`config.mk`:
```
export PLATFORM = sky130hd
export DESIGN_NAME = fetch_queue
export DESIGN_NICKNAME = d
export VERILOG_FILES = /design/src/rtl/fetch_pkg.sv /design/src/rtl/fq_fifo.sv /design/src/rtl/fetch_queue.sv
export SDC_FILE = /design/constraint.sdc
export NUM_CORES = 1
export LEC_CHECK = 0
export ABC_AREA = 1
export BUFFER_PORTS_ARGS = -buffer_cell sky130_fd_sc_hd__buf_2
export CAP_MARGIN = 20
export CORE_MARGIN = 3
export CORE_UTILIZATION = 55
export DETAILED_ROUTE_END_ITERATION = 12
export PLACE_DENSITY = 0.86
export SETUP_SLACK_MARGIN = 0.2
export SLEW_MARGIN = 30
export SYNTH_ARGS = -nofsm -noshare
export SYNTH_HDL_FRONTEND = slang
export SYNTH_HIERARCHICAL = 1
export SYNTH_SLANG_ARGS = --single-unit
```
`constraint.sdc`:
```
create_clock -name clk -period 12.5 [get_ports clk]
set_clock_uncertainty 0.2 [all_clocks]
set_input_delay 2.5 -clock clk [delete_from_list [all_inputs] [get_ports clk]]
set_output_delay 2.5 -clock clk [all_outputs]
set_load 0.01 [all_outputs]
```
`src/rtl/fetch_pkg.sv`:
```
// Shared types and constants for the instruction-fetch queue.
`timescale 1ns/1ps
package fetch_pkg;

  typedef enum logic [1:0] {
    IDLE    = 2'd0,
    REQ     = 2'd1,
    DISCARD = 2'd2
  } fq_state_t;

  typedef struct packed {
    logic [31:0] pc4;
    logic [31:0] instr;
  } fq_entry_t;

  localparam logic [31:0] PC_STEP = 32'd4;

endpackage

```
`src/rtl/fq_fifo.sv`:
```
// Small circular buffer of fetched {pc+4, instruction} entries with a flush input.
`timescale 1ns/1ps
module fq_fifo
  import fetch_pkg::*;
#(
  parameter  int DEPTH = 4,
  localparam int AW    = $clog2(DEPTH),
  localparam int CW    = AW + 1
) (
  input  logic          clk,
  input  logic          rst,
  input  logic          clear,
  input  logic          push,
  input  fq_entry_t     push_data,
  input  logic          pop,
  output fq_entry_t     head,
  output logic [CW-1:0] count
);

  fq_entry_t     mem [DEPTH];
  logic [AW-1:0] wr_ptr;
  logic [AW-1:0] rd_ptr;
  logic          do_pop;

  // Popping an empty queue is a no-op.
  assign do_pop = pop && (count != '0);

  always_ff @(posedge clk or negedge rst) begin
    if (!rst) begin
      wr_ptr <= '0;
      rd_ptr <= '0;
      count  <= '0;
    end else if (clear) begin
      wr_ptr <= '0;
      rd_ptr <= '0;
      count  <= '0;
    end else begin
      if (push)   wr_ptr <= wr_ptr + 1'b1;
      if (do_pop) rd_ptr <= rd_ptr + 1'b1;
      count <= count + CW'(push) - CW'(do_pop);
    end
  end

  always_ff @(posedge clk) begin
    if (push && !clear) mem[wr_ptr] <= push_data;
  end

  assign head = mem[rd_ptr];

endmodule

```
`src/rtl/fetch_queue.sv`:
```
// Instruction-fetch front end: req/ack memory fetch, buffered queue, redirect flush.
// Optional FETCH_QUEUE_BYPASS_EN presents an ack'd word in the same cycle when the queue is empty.
`timescale 1ns/1ps
module fetch_queue
  import fetch_pkg::*;
#(
  parameter  int          DEPTH    = 4,
  parameter  logic [31:0] RESET_PC = 32'h0000_0000,
  localparam int          CW       = $clog2(DEPTH) + 1
) (
  input  logic          clk,
  input  logic          rst,
  output logic          imem_req,
  output logic [31:0]   imem_addr,
  input  logic          imem_ack,
  input  logic [31:0]   imem_rdata,
  input  logic          redirect,
  input  logic [31:0]   redirect_pc,
  input  logic          deq,
  output logic          valid,
  output logic [31:0]   instr,
  output logic [31:0]   pc4,
  output logic [CW-1:0] count
);

  localparam logic [CW-1:0] DEPTH_C = CW'(DEPTH);

  fq_state_t     state, state_next;
  logic [31:0]   fpc, fpc_next, addr_next;
  logic [CW-1:0] fifo_count, count_after;
  logic          ack_take, bypass, push, pop, room_after, head_valid;
  fq_entry_t     head, push_data, shown, last_reg;

  assign ack_take  = (state == REQ) && imem_ack && !redirect;
  assign push_data = '{pc4: fpc + PC_STEP, instr: imem_rdata};

`ifdef FETCH_QUEUE_BYPASS_EN
  assign bypass = ack_take && (fifo_count == '0);
`else
  assign bypass = 1'b0;
`endif

  // A bypassed word consumed in the same cycle never enters storage.
  assign push        = ack_take && !(bypass && deq);
  assign pop         = deq && (fifo_count != '0) && !redirect;
  assign count_after = fifo_count - CW'(pop);
  assign room_after  = (count_after + CW'(push)) < DEPTH_C;

  always_comb begin
    state_next = state;
    fpc_next   = fpc;
    addr_next  = imem_addr;
    if (redirect)      fpc_next = redirect_pc & ~32'd3;
    else if (ack_take) fpc_next = fpc + PC_STEP;
    case (state)
      IDLE: begin
        if (!redirect && (count_after < DEPTH_C)) begin
          state_next = REQ;
          addr_next  = fpc;
        end
      end
      REQ: begin
        if (redirect) begin
          // An unacked request must still complete; its data is thrown away.
          state_next = imem_ack ? IDLE : DISCARD;
        end else if (imem_ack) begin
          if (room_after) begin
            state_next = REQ;
            addr_next  = fpc_next;
          end else begin
            state_next = IDLE;
          end
        end
      end
      DISCARD: begin
        if (imem_ack) state_next = IDLE;
      end
      default: state_next = IDLE;
    endcase
  end

  always_ff @(posedge clk or negedge rst) begin
    if (!rst) begin
      state     <= IDLE;
      fpc       <= RESET_PC;
      imem_req  <= 1'b0;
      imem_addr <= RESET_PC;
      last_reg  <= '0;
    end else begin
      state     <= state_next;
      fpc       <= fpc_next;
      imem_req  <= (state_next != IDLE);
      imem_addr <= addr_next;
      if (valid) last_reg <= shown;
    end
  end

  fq_fifo #(.DEPTH(DEPTH)) u_fifo (
    .clk       (clk),
    .rst       (rst),
    .clear     (redirect),
    .push      (push),
    .push_data (push_data),
    .pop       (pop),
    .head      (head),
    .count     (fifo_count)
  );

  // Outputs hold the last presented entry while nothing is valid.
  assign head_valid = (fifo_count != '0);
  assign valid      = head_valid || bypass;
  assign shown      = bypass ? push_data : head;
  assign instr      = valid ? shown.instr : last_reg.instr;
  assign pc4        = valid ? shown.pc4   : last_reg.pc4;
  assign count      = fifo_count;

endmodule

```
**Word-level counts from Yosys, hierarchy flattened**

Memory sizes are Yosys's and may differ from the RTL's.
Cells that the tools add are included.

- Output and inout port bits: 101
- Memories: 1
- Memory bits (writable): 256
- Input bits: 69
- Register bits: 138

Memory list:

| name | words | width | read ports | clocked after Yosys merged registers in | wr ports | line | source |
|---|---|---|---|---|---|---|---|
| u_fifo.mem | 4 | 64 | 1 | 0 | 1 | fq_fifo.sv:20 | `fq_entry_t mem [DEPTH];` |

- Reductions and logical operators: 15
- Magnitude comparators: 2
- Muxes and demuxes: 23
- Add/subtract/negate cells: 7
- Eq/ne operators: 6

Operators with widths:

| kind | count |
|---|---|
| 2-to-1 mux 32 bit | 8 |
| case mux 32 bit (2 select lines) | 1 |
| adder 32 x 3 -> 32 bit, second input constant | 1 |
| 2-to-1 mux 2 bit | 9 |
| != test 2 bit, second input constant | 4 |
| nonzero test 2 bit | 4 |
| logical AND 1 bit | 7 |
| adder 3 x 1 -> 3 bit | 2 |
| less-than comparator 3 bit, second input constant | 2 |
| case mux 2 bit (3 select lines) | 1 |
| subtractor 3 x 1 -> 3 bit | 2 |
| AND reduction 5 bit | 1 |
| adder 2 x 1 -> 2 bit, second input constant | 2 |
| 2-to-1 mux 1 bit | 3 |
| 2-to-1 mux 3 bit | 1 |
| nonzero test 3 bit | 1 |
| equality test 2 x 1 -> 1 bit, second input constant | 1 |
| equality test 2 bit, second input constant | 1 |
| logical NOT 2 bit | 1 |
| logical NOT 1 bit | 1 |

**Depth between registers and ports, before layout**

Gate-level depths: netlist of the first run.

- Depth in word-level cells: 11
- Depth in mapped cells: 16
- Mapped depth without buffers: 14

**Cells and area by module**

Netlist of the first run, hierarchy kept.

By module, submodules not included:

| module | times used | seq. area each (um^2) | area each (um^2) | cells an instance |
|---|---|---|---|---|
| fq_fifo | 1 | 7,862.5 | 10,018.4 | 677 |
| fetch_queue | 1 | 3,278.1 | 6,707.7 | 934 |

**Least setup slack after synthesis of the first run**

Ideal clock, no wire load.

- Path kind: input port to flip-flop
- Start point: input port imem_ack
- End point: memory u_fifo/mem[0][0] in the netlist's numbering (enable)
- Library setup time: 0.486 ns
- Stages on the path: 6
- Data arrival time: 5.877 ns
- Path slack: 5.937 ns
- Required time: 11.814 ns
- Cells stage by stage: nand3_2 nor2_4 buf_4 buf_4 nand2_1 nor2_1

- Cells in the longest elaborated chain, start to end: 5

Ends and longest elaborated chain:

| what | line | source |
|---|---|---|
| start, declared | fetch_queue.sv:15 | `input logic imem_ack,` |
| logical AND 1 bit (2 in a row) | fetch_queue.sv:34 | `assign ack_take = (state == REQ) && imem_ack && !redirect;` |
| net ack_take | fetch_queue.sv:31 | `logic ack_take, bypass, push, pop, room_after, head_valid;` |
| logical AND 1 bit | fq_fifo.sv:45 | `if (push && !clear) mem[wr_ptr] <= push_data;` |
| 2-to-1 mux 1 bit | fq_fifo.sv:45 |  |
| 2-to-1 mux 1 bit (implied by the code) | fq_fifo.sv:45 |  |
| end, declared | fq_fifo.sv:20 |  |

The timed path passes the listed nets, and every way through them passes these cells.

**Worst setup path after layout of the first run**

- Start point: input port redirect
- End point: register imem_addr[14]

- Elaborated cells between the ends (all ways): 18

RTL lines:

| what | line | source |
|---|---|---|
| start, declared | fetch_queue.sv:17 | `input logic redirect,` |
| logical NOT 1 bit (*) | fetch_queue.sv:45 | `assign pop = deq && (fifo_count != '0) && !redirect;` |
| logical AND 1 bit (*) | fetch_queue.sv:45 |  |
| net pop | fetch_queue.sv:31 |  |
| subtractor 3 x 1 -> 3 bit (*) | fetch_queue.sv:46 | `assign count_after = fifo_count - CW'(pop);` |
| adder 3 x 1 -> 3 bit / less-than comparator 3 bit (equally long branches) | fetch_queue.sv:47, fetch_queue.sv:57 |  |
| less-than comparator 3 bit / logical AND 1 bit (equally long branches) | fetch_queue.sv:47, fetch_queue.sv:57 |  |
| != test 2 bit (no source line) | - |  |
| AND reduction 5 bit (no source line) (*) | - |  |
| end signal, assigned | fetch_queue.sv:93 | `imem_addr <= addr_next;` |
| end, declared | fetch_queue.sv:14 | `output logic [31:0] imem_addr,` |

Mark *: on every way through the listed nets, which the timed path passes. The rest lies on a longest branch. The select of a mux whose other input is x is not followed.
A chain may end at the register's enable or synchronous reset.

==> metrics.csv, run 1 <==
stage,metric,value,unit
critical_path,Setup CP Type,in -> reg,
grt,largest net degree at the start of global routing,89,
placement,dpl hpwl,23.8,mm
timing,worst slew pin tran,0.981,ns
floorplanning,initial core utilization,56.1,%
outcome,outcome,completed,
clock_network,later-pin clock latency in the skew report,0.53,ns
floorplanning,Die Width,180,µm
timing,RSZ-0062 raised after global routing,no,
power_and_ir_drop,Overall Power,3.60,mW
timing,relative slew slack,34.5,%
run,max_cap viols,0,
synth,warnings from Yosys,6,
routing,drc violations,0,
placement,gpl congestion,0.891,
timing,min cycle time layout,6.04,ns
synth,"Seq/Total Area, Yosys",66.6,%
routing,initial drt markers,1067,
clock_network,H-tree depth,2,
placement,Buffers on Ports,167,
synth,synthesized cell area,16700,µm²
power_and_ir_drop,Static Leakage,8.25,nW
synth,Compound-Gate Fraction of Synth Area,8.09,%
hold_path,hold path start,last_reg[29],
critical_path,CP endpoint kind,flop,
floorplanning,# rows,63,
synth,cell count after synthesis,1611,
critical_path,CP startpoint kind,primary input,
clock_network,clock slew at reported path FFs,0.06,ns
timing,Final setup viols,0,
layout,Final Net Count,1838,
routing,vias,12000,
timing,crit share post-route,48.3,%
layout,max reg flops,256,
routing,routed len/inst,18.2,µm
layout,area grow syn2layout,14.5,%
synth,simple-gate share of the synthesized area,19.2,%
clock_network,CTS Buf Count,42,
synth,post-synthesis cell type count,41,
grt,overall routing resource usage,24.2,%
routing,Vias/cell,5.51,
synth,Post-Synth XOR/XNOR Area,0.569,%
layout,layout cell share with drive strength beyond 1,16.7,%
power_and_ir_drop,Power Density,188,nW/µm²
synth,mux share of post-synthesis cell area,0,%
synth,top cell type's share of synthesized area,46.0,%
placement,area post-placement,17800,µm²
clock_network,Sink Count,394,
clock_network,maximum clock path buffer count,3,
placement,placed cell count,2105,
grt,vias in the first global route,12100,
synth,Yosys top cell by area,edfxtp_1,
grt,total grt overflow,0,
synth,Yosys reg bits,394,
synth,main combinational cell family by area after synthesis,simple AND/OR/NAND/NOR gates,
clock_network,CTS tree,built,
clock_network,Post-CTS Setup Inserts,0,
placement,dpl ws,6.03,ns
hold_path,Min-Delay Path Class,reg -> reg,
routing,Pre-antenna DRT Iters,7,
floorplanning,die height,180,µm
power_and_ir_drop,Peak VDD IR,0.111,mV
synth,Syn Area/Cell,10.4,µm²
synth,adder-cell share of the synthesized area,0.793,%
layout,post-layout util,64.3,%
critical_path,worst path arrival time,6.25,ns
critical_path,Critical Path Start,redirect,
synth,"top cells by area, synth","edfxtp_1, dfrtp_1, nand2_1",
timing,count of final hold-check violations,0,
timing,TNS Setup,0,ns
clock_network,cts hold-fix bufs,0,
grt,initial antenna violation count,1,
routing,final WL,39.8,mm
timing,Final WS setup,6.46,ns
floorplanning,total core area,29800,µm²
grt,first-pass GRT wire length,63.1,mm
routing,ANT nets after route,0,
floorplanning,Die ar.,32500,µm²
critical_path,critical path peak fanout,51,
timing,Fin Hold WS,0.269,ns
layout,Final Instance Area,19200,µm²
synth,Synthesized Nets,1690,
floorplanning,Top Ports,170,
critical_path,r2r startpoint,state[1],
clock_network,post_cts resized,0,
timing,Slew Limit Fails,0,
clock_network,root buffer cell,clkbuf_16,
critical_path,Crit path required time,12.72,ns
layout,ant diodes,0,
layout,"non-filler cells, final",2183,
timing,Max Freq,166,MHz
[layout by cell type (no fill, tap or decap), types with 4 or more instances in the layout]
cell type    n
nand2_1    489
buf_2      166
clkbuf_16   43
nand3_1     59
o22ai_1     54
o21ai_1     50
clkinv_2     6
edfxtp_1   256
o21ai_0    119
xor2_1       7
o22ai_2     10
dfrtp_1    136
clkinv_1     9
nor2_4      10
nand2_4      4
inv_2        6
inv_1       83
nor2_2      16
nor2_1     193
buf_4       12
clkbuf_1     9
ha_1         9
and2_1       7
[path summary, 6_finish.rpt]
path | end | slack (ns) | cells past startpoint
setup / recovery | imem_addr[14] | 6.46 | 14
hold / removal | last_reg[29] | 0.27 | 2
setup reg to reg | u_fifo/mem[0][38] | 8.58 | 6
hold reg to reg | last_reg[29] | 0.27 | 2
max in group asynchronous | last_reg[40] | 8.97 | 2
min in group asynchronous | last_reg[25] | 1.85 | 1
[logic make-up (layout without fill, tap and decap cells)]
group | count (synthesis) | after routing
xor+xnor | 10 | 10
simple gates | 790 | 790
buf+inv | 168 | 350
fa+ha+maj | 10 | 10
compound gates | 239 | 239
flops | 394 | 394
[where the power goes]
part           switching, mW  internal [mW]  total, mW
Combinational          0.492          0.243      0.735
Clock                  0.497          0.714       1.21
Sequential            0.0783           1.58       1.65
Total                   1.07           2.53       3.60
[Yosys cell counts, drive strengths merged]
cell type	instances
or2	1
nand3b	2
o21ai	169
clkbuf	31
o31ai	1
inv	90
o21bai	1
xor2	8
nand4	3
o211ai	1
nand2	496
fa	1
nor2	220
edfxtp	256
a21oi	1
clkinv	1
and2	7
nand3	60
a22o	1
buf	46
dfrtp	138
xnor2	2
ha	9
a21boi	1
o22ai	64
nor3	1
[area by class of cell]
type | instances | area [µm²]
sequential | 394 | 11100
timing repair buffer | 181 | 975
multi-input combinational | 1049 | 4840
fill | 2292 | 10600
tap | 390 | 488
clock buffer | 55 | 1150
inverter | 91 | 344
clock inverter | 23 | 215
[critical path, stage by stage]
cell	delay [ns]
buf_2	0.46
clkinv_1	0.90
nand2_1	0.30
nor2_1	0.14
ha_1	0.21
ha_1	0.19
xnor2_1	0.27
nand3_1	0.11
nand3_1	0.15
nand2_1	0.09
nand2_4	0.47
inv_2	0.24
nand3_1	0.14
nand2_1	0.06
[metal layers]
metal / vias to the layer above / track usage [%] / part of all wire, % / routed length (µm)
met5: - / 0 / 0.018 / 7
met4: 2 / 7.49 / 2.5 / 976
met3: 72 / 4.20 / 8.3 / 3300
met2: 538 / 40.7 / 48 / 19100
met1: 5731 / 32.5 / 41 / 16400
li1: 5691 / - / - / -
Note: power is estimated with default switching activity, not from simulation.
==> inputs of run 2 (changes only) <==
==> constraint.sdc (replaced) <==
create_clock -name clk -period 6.2 [get_ports clk]
set_clock_uncertainty 0.2 [all_clocks]
set_input_delay 1.24 -clock clk [delete_from_list [all_inputs] [get_ports clk]]
set_output_delay 1.24 -clock clk [all_outputs]
set_load 0.01 [all_outputs]
==> metrics.csv, run 2 (synthesis gave the netlist of run 1 again) <==
stage,metric,value,unit,change
outcome,outcome,completed,,unchanged
layout,ant diodes,0,,unchanged
floorplanning,total core area,29800,µm²,unchanged
layout,# fillers,2263,,was 2292
floorplanning,Top Ports,170,,unchanged
clock_network,H-tree depth,2,,unchanged
clock_network,post_cts resized,0,,unchanged
clock_network,cts hold-fix bufs,0,,unchanged
floorplanning,initial core utilization,56.1,%,unchanged
power_and_ir_drop,Static Leakage,8.24,nW,was 8.25 nW
routing,Pre-antenna DRT Iters,5,,was 7
clock_network,maximum clock path buffer count,3,,unchanged
routing,ANT nets after route,0,,unchanged
critical_path,Crit path required time,4.76,ns,was 12.72 ns
timing,Final WS setup,1.58,ns,was 6.46 ns
timing,Final setup viols,0,,unchanged
routing,initial drt markers,1072,,was 1067
placement,Buffers on Ports,167,,unchanged
routing,drc violations,0,,unchanged
clock_network,CTS Buf Count,39,,was 42
grt,largest net degree at the start of global routing,95,,was 89
hold_path,hold endpoint,last_reg[0],,was last_reg[29]
routing,Vias/cell,5.52,,was 5.51
critical_path,reg2reg setup slack,2.81,ns,was 8.58 ns
clock_network,Sink Count,394,,unchanged
critical_path,CP startpoint kind,flop,,was primary input
hold_path,hold path start,last_reg[0],,was last_reg[29]
placement,gpl congestion,0.908,,was 0.891
grt,overall routing resource usage,23.6,%,was 24.2%
routing,Post-Route M1 WL,16.1,mm,was 16.4 mm
layout,most frequent cells in the layout,"nand2_1, edfxtp_1, nor2_1",,unchanged
critical_path,cell mode on critical path,nand2_1,,
critical_path,r2r endpoint,imem_addr[24],,was u_fifo/mem[0][38]
timing,count of final hold-check violations,0,,unchanged
routing,met3 wire len,3.55,mm,was 3.30 mm
clock_network,clock slew at reported path FFs,0.06,ns,about the same
timing,Max Freq,217,MHz,
timing,relative slew slack,40.5,%,was 34.5%
critical_path,"Slowest-stage cell, CP",dfrtp_4,,was clkinv_1
layout,layout cell share with drive strength beyond 1,16.8,%,was 16.7%
critical_path,crit-path max cell delay,0.67,ns,was 0.90 ns
timing,TNS Setup,0,ns,unchanged
power_and_ir_drop,Peak VDD IR,0.264,mV,was 0.111 mV
clock_network,Post-CTS Setup Inserts,0,,unchanged
critical_path,crit-path cells,"inv_6, buf_4, o21ai_1, o22ai_1, nand2_1, nand2_1, buf_2",,"was buf_2, clkinv_1, nand2_1, nor2_1, ha_1, ha_1, xnor2_1, nand3_1, nand3_1, nand2_1, nand2_4, inv_2, nand3_1, nand2_1"
critical_path,R2R depth,13,,was 6
placement,dpl ws,1.83,ns,was 6.03 ns
run,max_cap viols,0,,unchanged
timing,Fin Hold WS,0.272,ns,was 0.269 ns
placement,dpl hpwl,22.9,mm,was 23.8 mm
timing,RSZ-0062 raised after global routing,no,,unchanged
layout,max reg flops,256,,unchanged
power_and_ir_drop,Power Density,380,nW/µm²,was 188 nW/µm²
critical_path,CP endpoint kind,output pin,,was flop
critical_path,r2r startpoint,u_fifo/count[2],,was state[1]
floorplanning,die height,180,µm,unchanged
hold_path,Hold Crit Depth,2,,unchanged
grt,total grt overflow,0,,unchanged
timing,Slew Limit Fails,0,,unchanged
layout,"commonest non-fill, non-tap cell in the layout",nand2_1,,unchanged
routing,vias,12000,,about the same
routing,final WL,39.3,mm,was 39.8 mm
grt,first-pass GRT wire length,62.4,mm,was 63.1 mm
routing,routed len/inst,18.0,µm,was 18.2 µm
clock_network,later-pin clock latency in the skew report,0.54,ns,was 0.53 ns
layout,area grow syn2layout,14.4,%,was 14.5%
floorplanning,Die ar.,32500,µm²,unchanged
floorplanning,Die Width,180,µm,unchanged
grt,vias in the first global route,12300,,was 12100
critical_path,worst path arrival time,3.18,ns,was 6.25 ns
critical_path,"CP delay by family, top",buffers and inverters,,unchanged
timing,min cycle time layout,4.62,ns,
critical_path,Setup CP Type,reg -> out,,was in -> reg
timing,worst slew pin tran,0.892,ns,was 0.981 ns
critical_path,critical path peak fanout,94,,was 51
grt,initial antenna violation count,1,,unchanged
routing,top layer in use,met5,,unchanged
layout,Final Net Count,1836,,was 1838
floorplanning,# rows,63,,unchanged
routing,DR WL met2,18.6,mm,was 19.1 mm
critical_path,CP bufs+invs,3,,unchanged
clock_network,root buffer cell,clkbuf_16,,unchanged
clock_network,CTS tree,built,,unchanged
hold_path,Min-Delay Path Class,reg -> reg,,unchanged
timing,crit share post-route,74.5,%,
==> run 2: cell types whose count changed in the layout (fill, tap and decap cells not counted), moves of 2 or more <==
cell        before  now
clkbuf_1         9    6
buf_6            1    3
clkinvlp_2       0    2
inv_6            0    3
clkbuf_16       43   40
clkinv_1         9    3
bufinv_16        3    6
==> run 2: layout make-up <==
class	instances	area [µm²]	area share [%]
timing repair buffer	182	975	5.09
sequential	394	11100	58.3
clock buffer	49	1060	5.57
multi-input combinational	1049	4830	25.3
tap	390	488	2.55
clock inverter	22	282	1.47
inverter	91	347	1.81
==> run 2: metal layers <==
metal | global-route usage [%] | vias to the layer above
met5 | 0 | -
met4 | 8.01 | 2
met3 | 4.46 | 78
met2 | 38.7 | 558
met1 | 32.2 | 5712
li1 | - | 5666
==> run 2: power by group <==
part,internal (mW),switching (mW),leakage [nW]
registers,3.18,0.158,4.02
clock network,1.48,0.979,0.655
logic,0.494,0.989,3.57
==> run 2: worst max path at each step <==
stage / startpoint / endpoint / cells past startpoint
2_1_floorplan: imem_ack / u_fifo/mem[0][0] / 6
3_3_place_gp: redirect / imem_addr[24] / 15
3_5_place_dp: redirect / imem_addr[24] / 15
4_1_cts: u_fifo/rd_ptr[0] / pc4[17] / 7
5_1_grt: u_fifo/rd_ptr[0] / pc4[17] / 7
6_report: u_fifo/rd_ptr[0] / pc4[17] / 7
==> run 2: stage by stage <==
stage	utilization, %	area (µm²)	total power, mW	cells
2_1_floorplan	-	16700	4.24	1611
3_3_place_gp	59.7	17800	4.80	2106
3_5_place_dp	59.7	17800	4.85	2106
4_1_cts	64.2	19100	7.32	2177
5_1_grt	64.2	19100	7.63	2177
6_report	64.2	19100	7.27	2177
==> run 2: worst min-delay path, stage by stage (launching register included) <==
cell and delay [ns]:
dfrtp_1 0.32, nand2_1 0.05, nand2_1 0.06
==> inputs of run 3 (changes only) <==
--- a/config.mk
+++ b/config.mk
@@ -5,7 +5,7 @@
 export SDC_FILE = /design/constraint.sdc
 export NUM_CORES = 1
 export LEC_CHECK = 0
-export ABC_AREA = 1
+export ABC_AREA = 0
 export BUFFER_PORTS_ARGS = -buffer_cell sky130_fd_sc_hd__buf_2
 export CAP_MARGIN = 20
 export CORE_MARGIN = 3
==> constraint.sdc (replaced) <==
create_clock -name clk -period 4.7 [get_ports clk]
set_clock_uncertainty 0.2 [all_clocks]
set_input_delay 0.94 -clock clk [delete_from_list [all_inputs] [get_ports clk]]
set_output_delay 0.94 -clock clk [all_outputs]
set_load 0.01 [all_outputs]
==> metrics.csv, run 3 <==
stage,metric,value,unit,change
grt,vias in the first global route,9471,,was 12300
layout,# fillers,2019,,was 2263
outcome,outcome,completed,,unchanged
hold_path,Min-Delay Path Class,reg -> reg,,unchanged
layout,"non-filler cells, final",1580,,was 2177
synth,Yosys top cell by area,edfxtp_1,,unchanged
layout,most frequent cells in the layout,"edfxtp_1, buf_2, dfrtp_1",,"was nand2_1, edfxtp_1, nor2_1"
critical_path,Setup CP Type,reg -> out,,unchanged
layout,max reg flops,256,,unchanged
critical_path,CP endpoint kind,output pin,,unchanged
critical_path,worst path arrival time,2.87,ns,was 3.18 ns
floorplanning,initial core utilization,56.3,%,was 56.1%
timing,Slew Limit Fails,0,,unchanged
clock_network,clock slew at reported path FFs,0.06,ns,about the same
layout,ant diodes,0,,unchanged
placement,Buffers on Ports,167,,unchanged
synth,Synth async-reset ratio,35.0,%,unchanged
placement,area post-placement,17600,µm²,was 17800 µm²
synth,"Seq/Total Area, Yosys",68.2,%,was 66.6%
routing,Vias/cell,5.87,,was 5.52
critical_path,R2R depth,10,,was 13
layout,"commonest non-fill, non-tap cell in the layout",edfxtp_1,,was nand2_1
floorplanning,Die Width,178,µm,was 180 µm
synth,post-synthesis cell type count,65,,was 41
grt,overall routing resource usage,22.0,%,was 23.6%
timing,TNS Setup,0,ns,unchanged
clock_network,cts hold-fix bufs,0,,unchanged
synth,most numerous cell in the Yosys netlist,edfxtp_1,,was nand2_1
clock_network,root buffer cell,clkbuf_16,,unchanged
floorplanning,Top Ports,170,,unchanged
grt,initial antenna violation count,0,,was 1
critical_path,CP startpoint kind,flop,,unchanged
grt,largest net degree at the start of global routing,91,,was 95
run,max_cap viols,0,,unchanged
clock_network,maximum clock path buffer count,3,,unchanged
clock_network,Post-CTS Setup Inserts,0,,unchanged
layout,area of the multi-input gates,4800,µm²,was 4830 µm²
critical_path,Critical Path Start,u_fifo/rd_ptr[0],,unchanged
synth,Post-synth EDFFs,256,,unchanged
synth,most frequent cells after synthesis,"edfxtp_1, dfrtp_1, mux2_2",,"was nand2_1, edfxtp_1, nor2_1"
synth,Syn Area/Cell,16.4,µm²,was 10.4 µm²
timing,crit share post-route,85.2,%,
placement,gpl congestion,0.911,,was 0.908
clock_network,Sink Count,394,,unchanged
synth,"top cells by area, synth","edfxtp_1, dfrtp_1, mux4_2",,"was edfxtp_1, dfrtp_1, nand2_1"
clock_network,CTS Buf Count,39,,unchanged
routing,ANT nets after route,0,,unchanged
routing,vias,9281,,was 12000
grt,first-pass GRT wire length,53.6,mm,was 62.4 mm
synth,Synthesized Nets,1074,,was 1690
placement,dpl hpwl,22.2,mm,was 22.9 mm
layout,area grow syn2layout,14.9,%,was 14.4%
layout,Final Instance Area,18800,µm²,was 19100 µm²
timing,min cycle time layout,4.01,ns,
critical_path,r2r startpoint,u_fifo/count[1],,was u_fifo/count[2]
layout,FF/Latch Area,11100,µm²,unchanged
floorplanning,die height,178,µm,was 180 µm
critical_path,reg2reg setup slack,1.32,ns,was 2.81 ns
timing,count of final hold-check violations,0,,unchanged
synth,cell count after synthesis,995,,was 1611
timing,Max Freq,250,MHz,
critical_path,Crit path required time,3.56,ns,was 4.76 ns
critical_path,crit path to,instr[10],,was pc4[17]
routing,drc violations,0,,unchanged
power_and_ir_drop,Static Leakage,6.97,nW,was 8.24 nW
clock_network,later-pin clock latency in the skew report,0.52,ns,was 0.54 ns
power_and_ir_drop,Peak VDD IR,0.242,mV,was 0.264 mV
power_and_ir_drop,Power Density,462,nW/µm²,was 380 nW/µm²
routing,initial drt markers,725,,was 1072
routing,Pre-antenna DRT Iters,6,,was 5
critical_path,r2r endpoint,imem_addr[9],,was imem_addr[24]
synth,synthesized cell area,16300,µm²,was 16700 µm²
synth,Most used DFF post-synth,edfxtp_1,,unchanged
timing,Final setup viols,0,,unchanged
clock_network,CTS tree,built,,unchanged
synth,warnings from Yosys,6,,unchanged
grt,total grt overflow,0,,unchanged
timing,worst slew pin tran,0.989,ns,was 0.892 ns
layout,layout cell share with drive strength beyond 1,34.2,%,was 16.8%
floorplanning,Die ar.,31800,µm²,was 32500 µm²
routing,routed len/inst,22.0,µm,was 18.0 µm
synth,Yosys reg bits,394,,unchanged
synth,top cell type's share of synthesized area,47.0,%,was 46.0%
floorplanning,total core area,29000,µm²,was 29800 µm²
clock_network,H-tree depth,2,,unchanged
layout,Final Net Count,1244,,was 1836
floorplanning,# rows,62,,was 63
placement,placed cell count,1508,,was 2106
timing,relative slew slack,34.1,%,was 40.5%
clock_network,post_cts resized,0,,unchanged
routing,final WL,34.7,mm,was 39.3 mm
critical_path,critical path peak fanout,36,,was 94
timing,RSZ-0062 raised after global routing,no,,unchanged
[run 3: cell types whose count changed in the layout (fill, tap and decap cells not counted), moves of 16 or more]
cell,previous run,this run
a21oi_1,1,17
inv_1,84,16
mux2_2,0,82
mux4_2,0,64
nand2_1,489,66
nand3_1,59,13
nor2_1,193,46
nor2_2,16,0
o21ai_0,119,23
o21ai_1,50,1
o22ai_1,54,2
xnor2_1,2,27
xor2_1,7,24
[run 3: per-layer routing]
| metal | GRT usage [%] | wire length (µm) | vias to the layer above |
|---|---|---|---|
| met4 | 7.34 | 988 | 0 |
| met2 | 35.8 | 16900 | 330 |
| met5 | 0 | 0 | - |
| met1 | 31.0 | 14700 | 4729 |
| li1 | - | - | 4150 |
| met3 | 3.30 | 2140 | 72 |
[run 3: layout make-up]
| class | count | share of cell area [%] |
|---|---|---|
| sequential | 394 | 59.4 |
| multi-input combinational | 524 | 25.6 |
| clock buffer | 63 | 6.05 |
| timing repair buffer | 190 | 5.75 |
| tap | 384 | 2.56 |
| clock inverter | 9 | 0.420 |
| inverter | 16 | 0.320 |
[run 3: cell families (layout without fill, tap and decap cells)]
family / Yosys count / after routing / share of synthesized area [%]
adder cells (fa/ha/maj): 10 / 10 / 0.812
flip-flops: 394 / 394 / 68.2
multiplexers: 155 / 155 / 15.0
AO/OA/AOI/OAI: 90 / 90 / 3.68
buffers and inverters: 77 / 278 / 2.56
AND/OR/NAND/NOR: 217 / 217 / 6.88
XOR/XNOR: 52 / 52 / 2.87
[run 3: worst min path at each step]
| stage | start | cells past startpoint | end | slack, ns |
|---|---|---|---|---|
| 6_report | imem_addr[1] | 2 | imem_addr[1] | 0.28 |
| 5_1_grt | last_reg[44] | 1 | last_reg[44] | 0.30 |
| 4_1_cts | imem_addr[13] | 2 | imem_addr[13] | 0.28 |
| 3_5_place_dp | imem_addr[13] | 2 | imem_addr[13] | 0.26 |
| 3_3_place_gp | imem_addr[1] | 2 | imem_addr[1] | 0.26 |
| 2_1_floorplan | fpc[0] | 0 | u_fifo/mem[0][32] | 0.29 |
[run 3: report_power, final]
part / total [mW] / switching (mW) / internal, mW
combinational: 1.44 / 0.791 / 0.644
clock: 2.94 / 1.23 / 1.71
sequential: 4.30 / 0.188 / 4.11
total: 8.67 / 2.21 / 6.47
[run 3: stage by stage]
stage | total power, mW | hold slack [ns] | util (%) | worst slack (ns)
2_1_floorplan | 5.15 | 0.289 | - | 0.492
3_3_place_gp | 5.73 | 0.259 | 60.5 | 1.13
3_5_place_dp | 5.81 | 0.257 | 60.5 | 1.02
4_1_cts | 8.77 | 0.282 | 64.7 | 0.583
5_1_grt | 9.05 | 0.301 | 64.7 | 0.490
6_report | 8.67 | 0.278 | 64.7 | 0.694
[run 3: critical path, cell delays in order, from the launching register on]
cell     delay (ns)
dfrtp_4        0.91
buf_4          0.41
mux4_2         0.57
mux2_2         0.29
buf_2          0.14
